### src/rtl/modn_step_counter_if.sv
// Port bundle for modn_step_counter: control inputs from the user (master),
// registered count and event flags back from the counter (slave).
interface modn_step_counter_if #(
  parameter int WIDTH  = 8,
  parameter int STEP_W = 4
);
  // No valid/ready handshake: every input is sampled on each rising clk edge
  // and the counter never back-pressures. Outputs are valid every cycle.
  logic              en;
  logic              up_down;
  logic [STEP_W-1:0] step;
  logic              load;
  logic [WIDTH-1:0]  load_val;
  logic [WIDTH-1:0]  count;
  logic              wrap;
  logic              sat;
  logic              at_max;
  logic              at_zero;

  modport master (
    output en, up_down, step, load, load_val,
    input  count, wrap, sat, at_max, at_zero
  );

  modport slave (
    input  en, up_down, step, load, load_val,
    output count, wrap, sat, at_max, at_zero
  );
endinterface

### src/rtl/modn_step_counter.sv
// Parametrised modulo-N up/down counter with variable step, parallel load,
// and either wrap-around or clamp-at-limit behaviour with registered event pulses.
module modn_step_counter #(
  parameter int WIDTH    = 8,
  parameter int MODULUS  = 200,
  parameter int STEP_W   = 4,
  parameter int SATURATE = 0
) (
  input  logic               clk,
  input  logic               rst,
  modn_step_counter_if.slave bus
);
  localparam int W1 = WIDTH + 1;
  localparam int SW = (STEP_W > W1) ? STEP_W : W1;
  localparam logic [W1-1:0]    MOD_C = W1'(MODULUS);
  localparam logic [W1-1:0]    MAX_C = W1'(MODULUS - 1);
  localparam logic [WIDTH-1:0] MAX_N = WIDTH'(MODULUS - 1);
  localparam logic [SW-1:0]    MAX_S = SW'(MODULUS - 1);

  generate
    if (MODULUS < 2 || longint'(MODULUS) > (longint'(1) << WIDTH)) begin : g_bad_modulus
      $error("modn_step_counter: MODULUS must satisfy 2 <= MODULUS <= 2**WIDTH");
    end
  endgenerate

  logic [WIDTH-1:0] count_q, count_d;
  logic             wrap_q, wrap_d;
  logic             sat_q, sat_d;

  logic [SW-1:0] step_w;
  logic [W1-1:0] s;
  logic [W1-1:0] cnt_x;
  logic [W1-1:0] lv_x;
  logic [W1-1:0] sum;

  always_comb begin
    step_w  = SW'(bus.step);
    s       = (step_w > MAX_S) ? W1'(MAX_S) : W1'(step_w);
    cnt_x   = {1'b0, count_q};
    lv_x    = {1'b0, bus.load_val};
    sum     = cnt_x + s;
    count_d = count_q;
    wrap_d  = 1'b0;
    sat_d   = 1'b0;

    if (bus.load) begin
      count_d = (lv_x > MAX_C) ? MAX_N : bus.load_val;
    end else if (bus.en) begin
      if (bus.up_down) begin
        if (sum < MOD_C) begin
          count_d = WIDTH'(sum);
        end else if (SATURATE != 0) begin
          count_d = MAX_N;
          sat_d   = 1'b1;
        end else begin
          count_d = WIDTH'(sum - MOD_C);
          wrap_d  = 1'b1;
        end
      end else begin
        if (cnt_x >= s) begin
          count_d = WIDTH'(cnt_x - s);
        end else if (SATURATE != 0) begin
          count_d = '0;
          sat_d   = 1'b1;
        end else begin
          // cnt_x + MOD_C < 2*MODULUS <= 2**(WIDTH+1), so this cannot overflow
          count_d = WIDTH'(cnt_x + MOD_C - s);
          wrap_d  = 1'b1;
        end
      end
    end
  end

  always_ff @(posedge clk) begin
    if (rst) begin
      count_q <= '0;
      wrap_q  <= 1'b0;
      sat_q   <= 1'b0;
    end else begin
      count_q <= count_d;
      wrap_q  <= wrap_d;
      sat_q   <= sat_d;
    end
  end

  assign bus.count   = count_q;
  assign bus.wrap    = wrap_q;
  assign bus.sat     = sat_q;
  assign bus.at_max  = (count_q == MAX_N);
  assign bus.at_zero = (count_q == '0);
endmodule
### src/flat_wrapper.sv
// flat-port wrapper written by rule: the top's interface ports become plain ports
module modn_step_counter_flat 
#(
  parameter int WIDTH    = 8,
  parameter int MODULUS  = 200,
  parameter int STEP_W   = 4,
  parameter int SATURATE = 0
)
  (clk, rst, bus_en, bus_up_down, bus_step, bus_load, bus_load_val, bus_count, bus_wrap, bus_sat, bus_at_max, bus_at_zero);
  modn_step_counter_if #(.WIDTH(WIDTH), .STEP_W(STEP_W)) bus_i ();
  input  logic clk;
  input  logic rst;
  input wire logic [$bits(bus_i.en)-1:0] bus_en;
  input wire logic [$bits(bus_i.up_down)-1:0] bus_up_down;
  input wire logic [$bits(bus_i.step)-1:0] bus_step;
  input wire logic [$bits(bus_i.load)-1:0] bus_load;
  input wire logic [$bits(bus_i.load_val)-1:0] bus_load_val;
  output wire logic [$bits(bus_i.count)-1:0] bus_count;
  output wire logic [$bits(bus_i.wrap)-1:0] bus_wrap;
  output wire logic [$bits(bus_i.sat)-1:0] bus_sat;
  output wire logic [$bits(bus_i.at_max)-1:0] bus_at_max;
  output wire logic [$bits(bus_i.at_zero)-1:0] bus_at_zero;
  assign bus_i.en = bus_en;
  assign bus_i.up_down = bus_up_down;
  assign bus_i.step = bus_step;
  assign bus_i.load = bus_load;
  assign bus_i.load_val = bus_load_val;
  assign bus_count = bus_i.count;
  assign bus_wrap = bus_i.wrap;
  assign bus_sat = bus_i.sat;
  assign bus_at_max = bus_i.at_max;
  assign bus_at_zero = bus_i.at_zero;
  modn_step_counter #(.WIDTH(WIDTH), .MODULUS(MODULUS), .STEP_W(STEP_W), .SATURATE(SATURATE)) u_core (.clk(clk), .rst(rst), .bus(bus_i));
endmodule
### config.mk
export PLATFORM = sky130hd
export DESIGN_NAME = modn_step_counter_flat
export DESIGN_NICKNAME = d
export VERILOG_FILES = /design/src/rtl/modn_step_counter_if.sv /design/src/rtl/modn_step_counter.sv /design/src/flat_wrapper.sv
export SDC_FILE = /design/constraint.sdc
export NUM_CORES = 1
export LEC_CHECK = 0
export BUFFER_PORTS_ARGS = -buffer_cell sky130_fd_sc_hd__buf_2
export CORE_ASPECT_RATIO = 0.8
export CORE_MARGIN = 2
export CORE_UTILIZATION = 31
export DETAILED_ROUTE_END_ITERATION = 6
export GPL_TIMING_DRIVEN = 0
export PLACE_DENSITY = 0.58
export SLEW_MARGIN = 10
export SYNTH_ARGS = -nofsm -noshare
export SYNTH_HDL_FRONTEND = slang
export SYNTH_SLANG_ARGS = --single-unit
export TNS_END_PERCENT = 30
### constraint.sdc
create_clock -name clk -period 3.7 [get_ports clk]
set_input_delay 0.555 -clock clk [delete_from_list [all_inputs] [get_ports clk]]
set_output_delay 0.555 -clock clk [all_outputs]
set_load 0.005 [all_outputs]
==> key figures <==
Drt
  – Drt drc: 0
  – DRT Wirelength: 5069 microns
  – DRT antenna net count: 0
  – Average wire per standard cell: about 16 microns
  – Drt via density: 5.577
  – Initial detailed-routing violation count: 134
  – Drt first pass iters: 4
  – Vias: 1,768

Yosys
  – Synth warnings: 0
  – Top FF cell, synth: dfxtp_1
  – Synth Area in Adders: 19.79%
  – Cell variety after synth: 64
  – Largest family of logic cells by synthesized area: compound AO/OA/AOI/OAI gates
  – Mapped Nets: roughly 270
  – Mean post-synth cell area: roughly 7.6 sq um
  – Mapped Area: 1707 sq um
  – Post-Synth Simple-Gate Area: a little under a quarter
  – Compound-Gate Fraction of Synth Area: 30.94%
  – #FFs+latches synth: 9
  – Asr flop ratio synth: 0%
  – Number of synthesized flops with an enable pin: 0
  – Post-synthesis cell count: between 200 and 250
  – Sequential element share of the synthesized area: between 10% and 20%
  – Multiplexer area fraction after synthesis: ~1.8%
  – Xor and xnor fraction of the mapped netlist area: between 4 and 5%

GRT
  – Vias in the first global route: between 1,500 and 2,000
  – GR Overflow Total: 0
  – Pin count of the biggest net entering global routing: 11
  – Initial antenna violation count: 0
  – First-pass GRT wire length: about 8000 microns
  – GRT Overall Usage: between 15 and 20%

STA
  – Final hold violation count: 0
  – Final Slew Violations: 0
  – RSZ-0062 raised after global routing: no
  – Worst hold slack: 569.9 ps
  – Final worst path period share: 85.32%
  – # setup viols final: 0
  – Fin crit period: 3157 ps
  – Setup TNS: 0 ps
  – FMAX: about 0.32 GHz
  – Worst Skew: a little under 2 ps
  – Relative slew slack: approximately 56%
  – Slew @ Worst Pin: around 660 ps

Placement
  – Dpl cell area: between 1500 and 2000 sq um
  – Post-DP HPWL: between 4000 and 5000 microns
  – Count of input and output buffers: 24
  – GPL Wtd Cong: approximately 0.9

Job
  – Max Cap Viol: 0

Clocking
  – CTS max path bufs: 2
  – Cts bufs inserted: 3
  – Hold buffers post-CTS: 0
  – CTS tree: done
  – Sink Count: 9
  – CTS clock-pin slew for the worst setup and hold paths: ~50 ps
  – Post-CTS Setup Bufs: 0
  – Post-CTS sizing: 0
  – CTS root buffer: clkbuf_8
  – Worst skew pair latency: roughly 230 ps
  – H-tree levels: 1

Setup path
  – Setup CP Type: reg -> reg
  – CP endpoint kind: register
  – Critical path required time: between 3000 and 4000 ps
  – Crit path DAT: between 3000 and 4000 ps
  – Critical path fanouts, max: 6
  – Critical Path Start Type: register

Final layout
  – Antenna Diode Count: 0
  – Final Core Density: ~36%
  – Layout area overhead: 14.44%
  – Final #Nets: roughly 290
  – Final instance area: 1953 sq um
  – Share of post-route cells with drive strength above 1: 19.44%

Pwr
  – Pleak: roughly 0.85 nW
  – Pwr/cell area: about 310 nW/um^2
  – VDD IR max: about 0.00018 V

Floorplanning
  – Die Y: slightly above 70 microns
  – Number of I/O pins: 29
  – Effective utilization at floorplan: approximately a third
  – Die Area: about 6000 sq um
  – CORE AREA: approximately 5400 sq um
  – Die Wd: between 80 and 90 microns
  – Row cnt: 24

Outcome
  – Outcome: finished, final reports clean

Hold path
  – Min-delay worst type: in -> reg
-- through the flow --
step | power (W) | worst slack (ps) | instances
CTS | 0.0006063 | 577.2 | 317
global route | 0.0006582 | 288.1 | 317
global placement | 0.0004872 | 376.6 | 313
detailed placement | 0.0004887 | 366.5 | 313
floorplan | 0.0003845 | 869.5 | 224
finish | 0.0006082 | 543.1 | 317
-- layout make-up --
class	count	area, sq um
inverters	25	93.84
well taps	65	81.33
repair buffers	24	120.1
clock buffers	4	45.04
plain buffers	12	66.31
fillers	588	3422
flip-flops and latches	9	180.2
multi-input cells	178	1366
-- synthesized netlist by cell type (2+ instances only) --
master     number  area, sq um
inv_1          25        93.84
nand4_1         5        31.28
o2111ai_1       3        26.28
nor2_1         19        71.32
ha_1           19        237.7
nand4b_1        2        17.52
nor3_1          5        25.02
a2111o_1        3        33.78
mux2i_1         2        20.02
nand2b_1        2        12.51
o211ai_1        4        30.03
o211a_1         2        20.02
a21oi_1        12        60.06
a21boi_0        2        15.01
o21ai_0        11        55.05
buf_4           3        22.52
buf_2           2        10.01
fa_1            5        100.1
nor2b_1         4        25.02
nand2_1        19        71.32
a211oi_1        2        15.01
o311ai_1        2        17.52
clkbuf_1        6        22.52
xnor2_1         8        70.07
or2_2           3        18.77
a221oi_1        3        26.28
dfxtp_1         9        180.2
nand3_1         4        20.02
nor3b_1         2        15.01
o211ai_2        2        25.02
-- critical path, cell delays in order (launching register included) --
cell	delay, ps
dfxtp_1	500
inv_1	170
fa_1	480
nor2_1	270
or2_2	190
a21oi_1	70
xnor2_1	240
ha_1	250
nand4_1	170
o211a_4	210
a2111o_1	430
o211ai_2	90
-- final timing paths --
path / from / to / slack (ps) / cells after the start
worst max-delay path: u_core.bus.count[1] / u_core.bus.count[4] / 540 / 11
worst min-delay path: bus_load_val[1] / u_core.bus.count[1] / 570 / 3
worst max register to register: u_core.bus.count[1] / u_core.bus.count[4] / 540 / 11
worst min register to register: u_core.bus.count[0] / u_core.bus.count[0] / 760 / 3
-- layout by cell type (no fill, tap or decap), types with 2 or more instances in the layout --
master,instances
a2111o_1,3
a211oi_1,2
a21boi_0,2
a21oi_1,12
a221oi_1,3
buf_2,26
buf_4,3
clkbuf_1,7
clkbuf_8,3
dfxtp_1,9
fa_1,5
ha_1,19
inv_1,25
mux2i_1,2
nand2_1,19
nand2b_1,2
nand3_1,4
nand4_1,5
nand4b_1,2
nor2_1,19
nor2b_1,4
nor3_1,5
nor3b_1,2
o2111ai_1,3
o211a_1,2
o211ai_1,4
o211ai_2,2
o21ai_0,11
o311ai_1,2
or2_2,3
xnor2_1,8
-- power by group --
part | switching (W) | internal (W) | total, W
Combinational | 0.000216 | 0.000153 | 0.000369
Sequential | 0.0000184 | 0.000107 | 0.000125
Clock | 0.0000387 | 0.0000751 | 0.000114
Total | 0.000273 | 0.000335 | 0.000608
-- routing by layer --
metal | vias to the layer above | global-route usage (%) | wire length (microns)
met5 | - | 0 | 0
met4 | 0 | 4.167 | 38
met1 | 829 | 24.96 | 2418
met3 | 5 | 1.537 | 408
li1 | 866 | - | -
met2 | 68 | 25.78 | 2204
-- sequential cells by signal, summed over array words and instances, names as in the netlist --
register          flops
u_core.bus.count      8
u_core.bus.wrap       1
-- cell families after synthesis --
kind of cell               after synthesis
xor gates and xnor gates                 9
other                                    1
DFF                                      9
and+or+nand+nor                         74
buffers and inverters                   37
adders and majority gates               24
muxes                                    3
AOI/OAI and AO/OA                       67
Power figures use the tool's default switching activity.
